## config.mk

```make
export PLATFORM = sky130hd
export DESIGN_NAME = sprite_line_sequencer
export DESIGN_NICKNAME = d
export VERILOG_FILES = /design/src/rtl/sprite_line_sequencer_pkg.sv /design/src/rtl/sprite_attr_table.sv /design/src/rtl/sprite_line_sequencer.sv
export SDC_FILE = /design/constraint.sdc
export NUM_CORES = 1
export LEC_CHECK = 0
export BUFFER_PORTS_ARGS = -buffer_cell sky130_fd_sc_hd__buf_4
export CAP_MARGIN = 30
export CORE_MARGIN = 2
export CORE_UTILIZATION = 41
export DETAILED_ROUTE_END_ITERATION = 10
export PLACE_DENSITY = 0.61
export SKIP_CTS_REPAIR_TIMING = 1
export SYNTH_ARGS = -nofsm -noshare
export SYNTH_HDL_FRONTEND = slang
export SYNTH_HIERARCHICAL = 1
export SYNTH_SLANG_ARGS = --single-unit
```

## constraint.sdc

```tcl
create_clock -name clock -period 10.8 [get_ports clock]
set_input_delay 0.54 -clock clock [delete_from_list [all_inputs] [get_ports clock]]
set_output_delay 0.54 -clock clock [all_outputs]
set_load 0.02 [all_outputs]
```

## src/rtl/sprite_line_sequencer_pkg.sv

```systemverilog
// Shared types and constants for the motion-sprite line sequencer.
package sprite_line_sequencer_pkg;

    localparam int NUM_SPRITES = 8;
    localparam int LINE_PIXELS = 256;
    localparam int IDX_W       = 3;
    localparam int SPRITE_H    = 8;
    localparam int SPRITE_W    = 8;

    localparam logic [1:0] TRANSPARENT = 2'b00;

    localparam logic [1:0] FIELD_NUM = 2'd0;
    localparam logic [1:0] FIELD_X   = 2'd1;
    localparam logic [1:0] FIELD_Y   = 2'd2;
    localparam logic [1:0] FIELD_EN  = 2'd3;

    typedef enum logic [1:0] {
        ST_IDLE   = 2'd0,
        ST_CLEAR  = 2'd1,
        ST_SCAN   = 2'd2,
        ST_RENDER = 2'd3
    } state_t;

    typedef struct packed {
        logic [5:0] num;
        logic [7:0] x;
        logic [7:0] y;
        logic       en;
    } sprite_attr_t;

endpackage

```

## src/rtl/sprite_attr_table.sv

```systemverilog
// Eight-entry sprite attribute register file: field-wise write port, combinational read by index.
module sprite_attr_table
    import sprite_line_sequencer_pkg::*;
(
    input  logic             clock,
    input  logic             reset,
    input  logic             we,
    input  logic [IDX_W-1:0] wr_idx,
    input  logic [1:0]       field,
    input  logic [7:0]       wdata,
    input  logic [IDX_W-1:0] rd_idx,
    output sprite_attr_t     rd_attr
);

    sprite_attr_t entries [NUM_SPRITES];

    always_ff @(posedge clock) begin
        if (!reset) begin
            for (int i = 0; i < NUM_SPRITES; i++) begin
                entries[i] <= '0;
            end
        end else if (we) begin
            case (field)
                FIELD_NUM: entries[wr_idx].num <= wdata[5:0];
                FIELD_X:   entries[wr_idx].x   <= wdata;
                FIELD_Y:   entries[wr_idx].y   <= wdata;
                default:   entries[wr_idx].en  <= wdata[0];
            endcase
        end
    end

    assign rd_attr = entries[rd_idx];

endmodule

```

## src/rtl/sprite_line_sequencer.sv

```systemverilog
// Clears the idle line-RAM half, then scans the attribute table high-to-low and renders each sprite hitting the line.
module sprite_line_sequencer
    import sprite_line_sequencer_pkg::*;
(
    input  logic        clock,
    input  logic        reset,
    input  logic        line_start,
    input  logic [7:0]  line_y,
    input  logic        buf_sel,
    input  logic        attr_we,
    input  logic [2:0]  attr_idx,
    input  logic [1:0]  attr_field,
    input  logic [7:0]  attr_wdata,
    output logic [5:0]  rom_sprite_num,
    output logic [2:0]  rom_row,
    output logic [2:0]  rom_col,
    input  logic [1:0]  rom_pixel,
    output logic        lr_write,
    output logic [10:0] lr_write_addr,
    output logic [1:0]  lr_wr_data,
    output logic        busy,
    output logic        overrun,
    output state_t      dbg_state
);

    state_t           state;
    logic [7:0]       lat_y;
    logic             lat_buf;
    logic [7:0]       clear_x;
    logic [3:0]       rcyc;
    logic [IDX_W-1:0] idx;
    logic [7:0]       snap_x;

    sprite_attr_t cur;
    logic [7:0]   dy;
    logic         hit;
    logic         abort;
    logic         render_wr;
    logic [2:0]   wr_col;
    logic [8:0]   wr_sum;

    sprite_attr_table u_table (
        .clock   (clock),
        .reset   (reset),
        .we      (attr_we),
        .wr_idx  (attr_idx),
        .field   (attr_field),
        .wdata   (attr_wdata),
        .rd_idx  (idx),
        .rd_attr (cur)
    );

    assign dy    = lat_y - cur.y;
    assign hit   = cur.en && (dy < 8'(SPRITE_H));
    assign abort = line_start && (state != ST_IDLE);

    // rom_sprite_num/rom_row double as the render snapshot; they only load on a scan hit.
    always_ff @(posedge clock) begin
        if (!reset) begin
            state          <= ST_IDLE;
            lat_y          <= '0;
            lat_buf        <= 1'b0;
            clear_x        <= '0;
            rcyc           <= '0;
            idx            <= '0;
            snap_x         <= '0;
            rom_sprite_num <= '0;
            rom_row        <= '0;
            rom_col        <= '0;
            overrun        <= 1'b0;
        end else begin
            overrun <= 1'b0;
            if (line_start) begin
                lat_y   <= line_y;
                lat_buf <= buf_sel;
                clear_x <= '0;
                rcyc    <= '0;
                overrun <= (state != ST_IDLE);
                state   <= ST_CLEAR;
            end else begin
                case (state)
                    ST_IDLE: begin
                    end
                    ST_CLEAR: begin
                        clear_x <= clear_x + 8'd1;
                        if (clear_x == 8'(LINE_PIXELS - 1)) begin
                            idx   <= IDX_W'(NUM_SPRITES - 1);
                            state <= ST_SCAN;
                        end
                    end
                    ST_SCAN: begin
                        if (hit) begin
                            snap_x         <= cur.x;
                            rom_sprite_num <= cur.num;
                            rom_row        <= dy[2:0];
                            rom_col        <= '0;
                            rcyc           <= '0;
                            state          <= ST_RENDER;
                        end else if (idx == '0) begin
                            state <= ST_IDLE;
                        end else begin
                            idx <= idx - 1'b1;
                        end
                    end
                    default: begin
                        if (rcyc < 4'(SPRITE_W - 1)) begin
                            rom_col <= rcyc[2:0] + 3'd1;
                        end
                        if (rcyc == 4'(SPRITE_W)) begin
                            rcyc <= '0;
                            if (idx == '0) begin
                                state <= ST_IDLE;
                            end else begin
                                idx   <= idx - 1'b1;
                                state <= ST_SCAN;
                            end
                        end else begin
                            rcyc <= rcyc + 4'd1;
                        end
                    end
                endcase
            end
        end
    end

    // Render writes lag the ROM address by one cycle, so column = rcyc-1 pairs with rom_pixel.
    assign render_wr = (state == ST_RENDER) && (rcyc != 4'd0);
    assign wr_col    = rcyc[2:0] - 3'd1;
    assign wr_sum    = {1'b0, snap_x} + {6'b0, wr_col};

    assign lr_write = reset && !abort &&
                      ((state == ST_CLEAR) ||
                       (render_wr && (rom_pixel != TRANSPARENT) && !wr_sum[8]));
    assign lr_write_addr = {2'b00, lat_buf, render_wr ? wr_sum[7:0] : clear_x};
    assign lr_wr_data    = render_wr ? rom_pixel : TRANSPARENT;
    assign busy          = (state != ST_IDLE);
    assign dbg_state     = state;

endmodule
```

Word-level counts from Yosys, hierarchy flattened
Memories as Yosys holds them, arrays and structs flattened. A register that Yosys moved wholly into a read port is not among the register bits.
Index checks and enable logic that the tools add are counted.
{"block": "totals", "mem_bits_rw": 184, "output_inout_bits": 30, "register_bits": 47, "n_memories": 1}
{"block": "classes", "n_reduce_logical": 30, "n_mux": 42, "n_bitwise": 4, "addsub": 7, "n_eq_ne": 14, "magnitude_cmp": 2}
{"memory": "u_table.entries", "words": 8, "width": 23, "read_ports": 1, "rd_clocked_by_memory_dff": 1, "write_ports": 8, "line": "sprite_attr_table.sv:15", "rtl": "sprite_attr_t entries [NUM_SPRITES];"}
{"cell": "$mux W3", "count": 9}
{"cell": "$mux W23", "count": 1}
{"cell": "$reduce_or A23 Y1", "count": 1}
{"cell": "$mux W1", "count": 18}
{"cell": "$mux W2", "count": 6}
{"cell": "$mux W4", "count": 3}
{"cell": "$reduce_and A4 Y1", "count": 3}
{"cell": "$add A8 B3 Y9", "count": 1}
{"cell": "$pmux W3 S3", "count": 1}
{"cell": "$add A8 B1 Y8 const B", "count": 1}
{"cell": "$eq A8 B8 Y1 const B", "count": 1}
{"cell": "$lt A8 B4 Y1 const B", "count": 1}
{"cell": "$mux W8", "count": 1}
{"cell": "$ne A2 B2 Y1 const B", "count": 4}
{"cell": "$pmux W4 S2", "count": 1}
{"cell": "$reduce_bool A4 Y1", "count": 2}
{"cell": "$sub A8 B8 Y8", "count": 1}
{"cell": "$logic_and A1 B1 Y1", "count": 7}
{"cell": "$eq A2 B2 Y1 const B", "count": 3}
{"cell": "$ne A3 B3 Y1 const B", "count": 2}
{"cell": "$pmux W2 S3", "count": 1}
{"cell": "$pmux W3 S2", "count": 1}
{"cell": "$reduce_bool A2 Y1", "count": 3}
{"cell": "$sub A3 B1 Y3 const B", "count": 2}
{"cell": "17 further kinds", "count": 25}

Logic depth before layout (Yosys ltp)
{"block": "logic_depth", "word_depth": 8, "mapped_depth": 14}

Modules after synthesis
The synthesis kept the hierarchy.
{"mod": "sprite_attr_table", "cells_each": 564, "seq_area_each_um2": 5525.3, "instances": 1, "area_each_um2": 8505.7}
{"mod": "sprite_line_sequencer", "cells_each": 341, "seq_area_each_um2": 940.9, "instances": 1, "area_each_um2": 3026.7}

Least setup slack after synthesis
Ideal clock, no wire load.
{"block": "synth_timing", "path_type": "register -> register", "from": "register idx[0] (netlist name)", "to": "register snap_x[3]", "path_stages_with_launch": 14, "arrival_time_ns": 3.559, "setup_slack_ns": 7.174, "required_ns": 10.733, "setup_time_ns": 0.067, "cell_sequence": "dfxtp_1 > buf_6 > buf_6 > mux4_1 > mux2_2 > inv_1 > ha_1 > and3b_4 > o21a_1 > or4_4 > a2111oi_4 > buf_6 > nand3_2 > o21ai_2"}
{"element": "end signal, assigned", "line": "sprite_line_sequencer.sv:93", "rtl": "snap_x <= cur.x;"}
{"element": "end, declared", "line": "sprite_line_sequencer.sv:32", "rtl": "logic [7:0] snap_x;"}

Worst setup path in the final report
{"block": "layout_timing", "from": "register idx[0]", "to": "register idx[2]"}
{"block": "layout_between", "elab_chain_cells": 4, "elab_cells_between_ends": 6, "cone_classes": "add/sub: 1; mux: 4; reduce/logical: 1"}
{"element": "start, declared", "line": "sprite_line_sequencer.sv:31", "rtl": "logic [IDX_W-1:0] idx;"}
{"element": "start signal, assigned", "line": "sprite_line_sequencer.sv:87", "rtl": "idx <= IDX_W'(NUM_SPRITES - 1);"}
{"element": "start signal, assigned", "line": "sprite_line_sequencer.sv:102", "rtl": "idx <= idx - 1'b1;"}
{"element": "start signal, assigned", "line": "sprite_line_sequencer.sv:114", "rtl": "idx <= idx - 1'b1;"}
{"element": "$sub A3 B1 Y3 or $logic_not A3 Y1 (tied branches)"}
{"element": "$mux W3 (*)", "line": "sprite_line_sequencer.sv:99, sprite_line_sequencer.sv:111"}
{"element": "$mux W3 (on tied branches)", "line": "sprite_line_sequencer.sv:109, sprite_line_sequencer.sv:92"}
{"element": "$pmux W3 S3 (*)", "line": "sprite_line_sequencer.sv:81", "rtl": "case (state)"}
Mark *: on every way between the ends. The rest lies on a longest branch, timed or not. The select of a mux whose other input is x is not followed.
A chain may end at the register's enable or synchronous reset.

==> out/qor.yml <==
placed_design:
  portBuffers: 55
  post-place-ws_ns: 6.39
  post_dp_cell_area_sq_mm: 0.0122
  dp_hpwl_microns: 16200
  dp.cells: 1280
  gp_congestion: 0.781
timing:
  setup_viol: 0
  finalClockSkew_ns: 0.0132
  worstMarginPinSlew_ns: 1.03
  fmax_ghz: 0.227
  hold_viol: 0
  final.min_clock_period_ns: 4.40
  final_max_slew_viol_count: 0
  tns_ns: 0
  rsz0062_at_grt: "false"
  slew-limit-headroom_pct: 30.7
  setup_ws_ns: 6.40
  fin_crit_sh_pct: 40.7
logic_synthesis:
  yosys_warnings: 6
  ys_seq_area_share_pct: 56.1
  synthMuxAreaShare_pct: 13.9
  synth_fa_ha_area_share_pct: 2.41
  ys_types: 66
  ys.flop_type: "edfxtp_1"
  netlist_instances: 905
  synth-compound-area-share_pct: 6.53
  synth_top_family_by_area: "simple AND/OR/NAND/NOR gates"
  ys_async_sr_fraction_pct: 0
  netlist_area_sq_mm: 0.0115
  synthXorXnorAreaFrac_pct: 1.22
  syn_avg_cell_area_sq_um: 12.7
  yosys.area_share.simple_pct: 14.4
  synth_edf_count: 184
  synth-seq-cells: 231
clock_tree:
  ctsLongestPathBuffers: 3
  cts_made_buffers: 26
  insertion_delay_ns: 0.53
  cts_tree: "yes"
  clkSinkCount: 231
  root_buffer: "clkbuf_16"
  htreeDepth: 1
  clkTransAtPathRegs_ns: 0.06
min_path:
  min_to: "lat_y[4]"
  hp-start: "line_y[4]"
  holdPathStages: 3
  hold_class: "input pin to flop"
worst_setup_path:
  crit_path_end_kind: "flop"
  path_max_fanout: 34
  ff2ff_path_depth: 12
  r2r-start: "idx[0]"
  cp.required_ns: 11.21
  crit_type: "flop to flop"
  arrival_ns: 4.81
  r2r_end: "idx[2]"
  cp-startpoint: "idx[0]"
  start_kind: "flop"
  r2r_setup_slack_ns: 6.40
power:
  p_per_area_mw_per_mm2: 162
  ir_drop_v: 0.000111
  p_leak_uw: 0.00434
floorplanning:
  chipHeight_microns: 172
  die_width_microns: 172
  die_area_sq_mm: 0.0295
  core-area_sq_mm: 0.0277
  num_rows: 61
  start_util_pct: 41.6
  io_pins: 58
finish:
  fin_cells: 1330
  final_common_cell: "nor3_1"
  final_cell_mix: "189 x nor3_1, 184 x edfxtp_1, 84 x buf_4"
  num-nets-final: 982
  syn2layout_area_growth_pct: 13.9
  final_area_sq_mm: 0.0131
  drive_above_1_share_pct: 22.2
  diodes: 0
  final_util_pct: 47.4
drt:
  routedWlPerCell_microns: 19.8
  vias_per_cell: 5.62
  drt_iter0_markers: 682
  totalWireLength_microns: 26300
  num_vias: 7476
  firstDrtPassIters: 5
  drc: 0
  ant_nets: 0
global_route:
  antenna_found_initial: 0
  grt_first_pass_wirelength_microns: 41700
  grtUsageTotal_pct: 18.2
  grt_max_degree: 73
  gr-total-overflow: 0
  grt_pass1_vias: 7260
flow_run:
  maxCapViolations: 0
outcome:
  status: "finished clean"
## registers in the layout, indices dropped and copies added, names as in the netlist
name and flops:
dbg_state 2, rom_col 3, lat_y 8, lat_buf 1
rcyc 4, overrun 1, clear_x 8, u_table/entries 184
rom_sprite_num 6, rom_row 3, idx 3, snap_x 8
## metrics by stage
stage          power, uW  hold WS, ns
3_3_place_gp        1240        0.444
3_5_place_dp        1250        0.450
5_1_grt             2210        0.251
2_1_floorplan       1180        0.443
6_report            2130        0.250
4_1_cts             2150        0.236
## worst max-delay path: stages (launching register included)
cell	delay [ns]
dfxtp_2	0.63
buf_4	0.60
mux4_2	0.57
mux2_2	0.28
ha_1	0.20
inv_1	0.07
fa_1	0.22
a211oi_1	0.11
or4b_2	0.66
nand4_1	0.23
a211oi_2	0.12
o31a_1	0.35
o221a_1	0.23
## power by group
| part | internal, uW | leakage, uW | total, uW | switching [uW] |
|---|---|---|---|---|
| clock network | 547 | 0.000419 | 900 | 353 |
| logic | 87.0 | 0.00179 | 215 | 128 |
| registers | 1000 | 0.00213 | 1020 | 14.7 |
## cell usage after synthesis (4+ instances only)
| cell type | n | area, sq um |
|---|---|---|
| xor2_1 | 9 | 78.8 |
| mux2i_1 | 14 | 140 |
| nand4_1 | 8 | 50.1 |
| nand2_1 | 37 | 139 |
| o21ai_0 | 42 | 210 |
| mux4_2 | 9 | 203 |
| o21ai_2 | 14 | 123 |
| inv_1 | 33 | 124 |
| a21oi_1 | 11 | 55.1 |
| buf_6 | 9 | 101 |
| clkbuf_1 | 58 | 218 |
| nand3_1 | 11 | 55.1 |
| ha_1 | 19 | 238 |
| nor2_1 | 25 | 93.8 |
| nand3_2 | 14 | 140 |
| edfxtp_1 | 184 | 5530 |
| xnor2_1 | 7 | 61.3 |
| a211oi_1 | 5 | 37.5 |
| nor3_1 | 189 | 946 |
| nand3b_1 | 4 | 30.0 |
| buf_2 | 17 | 85.1 |
| dfxtp_1 | 47 | 941 |
| mux2_2 | 26 | 293 |
| mux4_1 | 37 | 972 |
## cell type report
class,count,area (sq um)
inverter,33,124
sequential,231,6470
fill,2432,14600
clock inverter,18,186
clock buffer,29,683
timing repair buffer,93,743
multi-input combinational,548,4460
tap,378,473
## how the worst max path moves through the flow
| stage | endpoint | slack [ns] | cells after the start |
|---|---|---|---|
| 2_1_floorplan | snap_x[3] | 7.17 | 13 |
| 3_3_place_gp | rom_row[2] | 6.44 | 13 |
| 3_5_place_dp | rom_row[2] | 6.39 | 13 |
| 4_1_cts | rom_row[2] | 6.35 | 13 |
| 5_1_grt | rom_row[0] | 5.95 | 13 |
| 6_report | idx[2] | 6.40 | 12 |
## cell families (layout without fill, tap and decap cells)
group                      count (synthesis)  in the layout
xor gates and xnor gates                  16             16
and+or+nand+nor                          315            315
AOI/OAI and AO/OA                        108            108
DFF                                      231            231
buffers and inverters                    127            173
muxes                                     86             86
adders and majority gates                 21             21
other                                      1              2
## per-layer routing
metal / routed length [microns] / track usage (%) / vias to the layer above
li1: - / - / 3526
met4: 420 / 4.09 / 0
met5: 0 / 0 / -
met2: 12000 / 28.4 / 221
met3: 1510 / 2.69 / 38
met1: 12300 / 26.8 / 3691
Power figures use the tool's default switching activity.
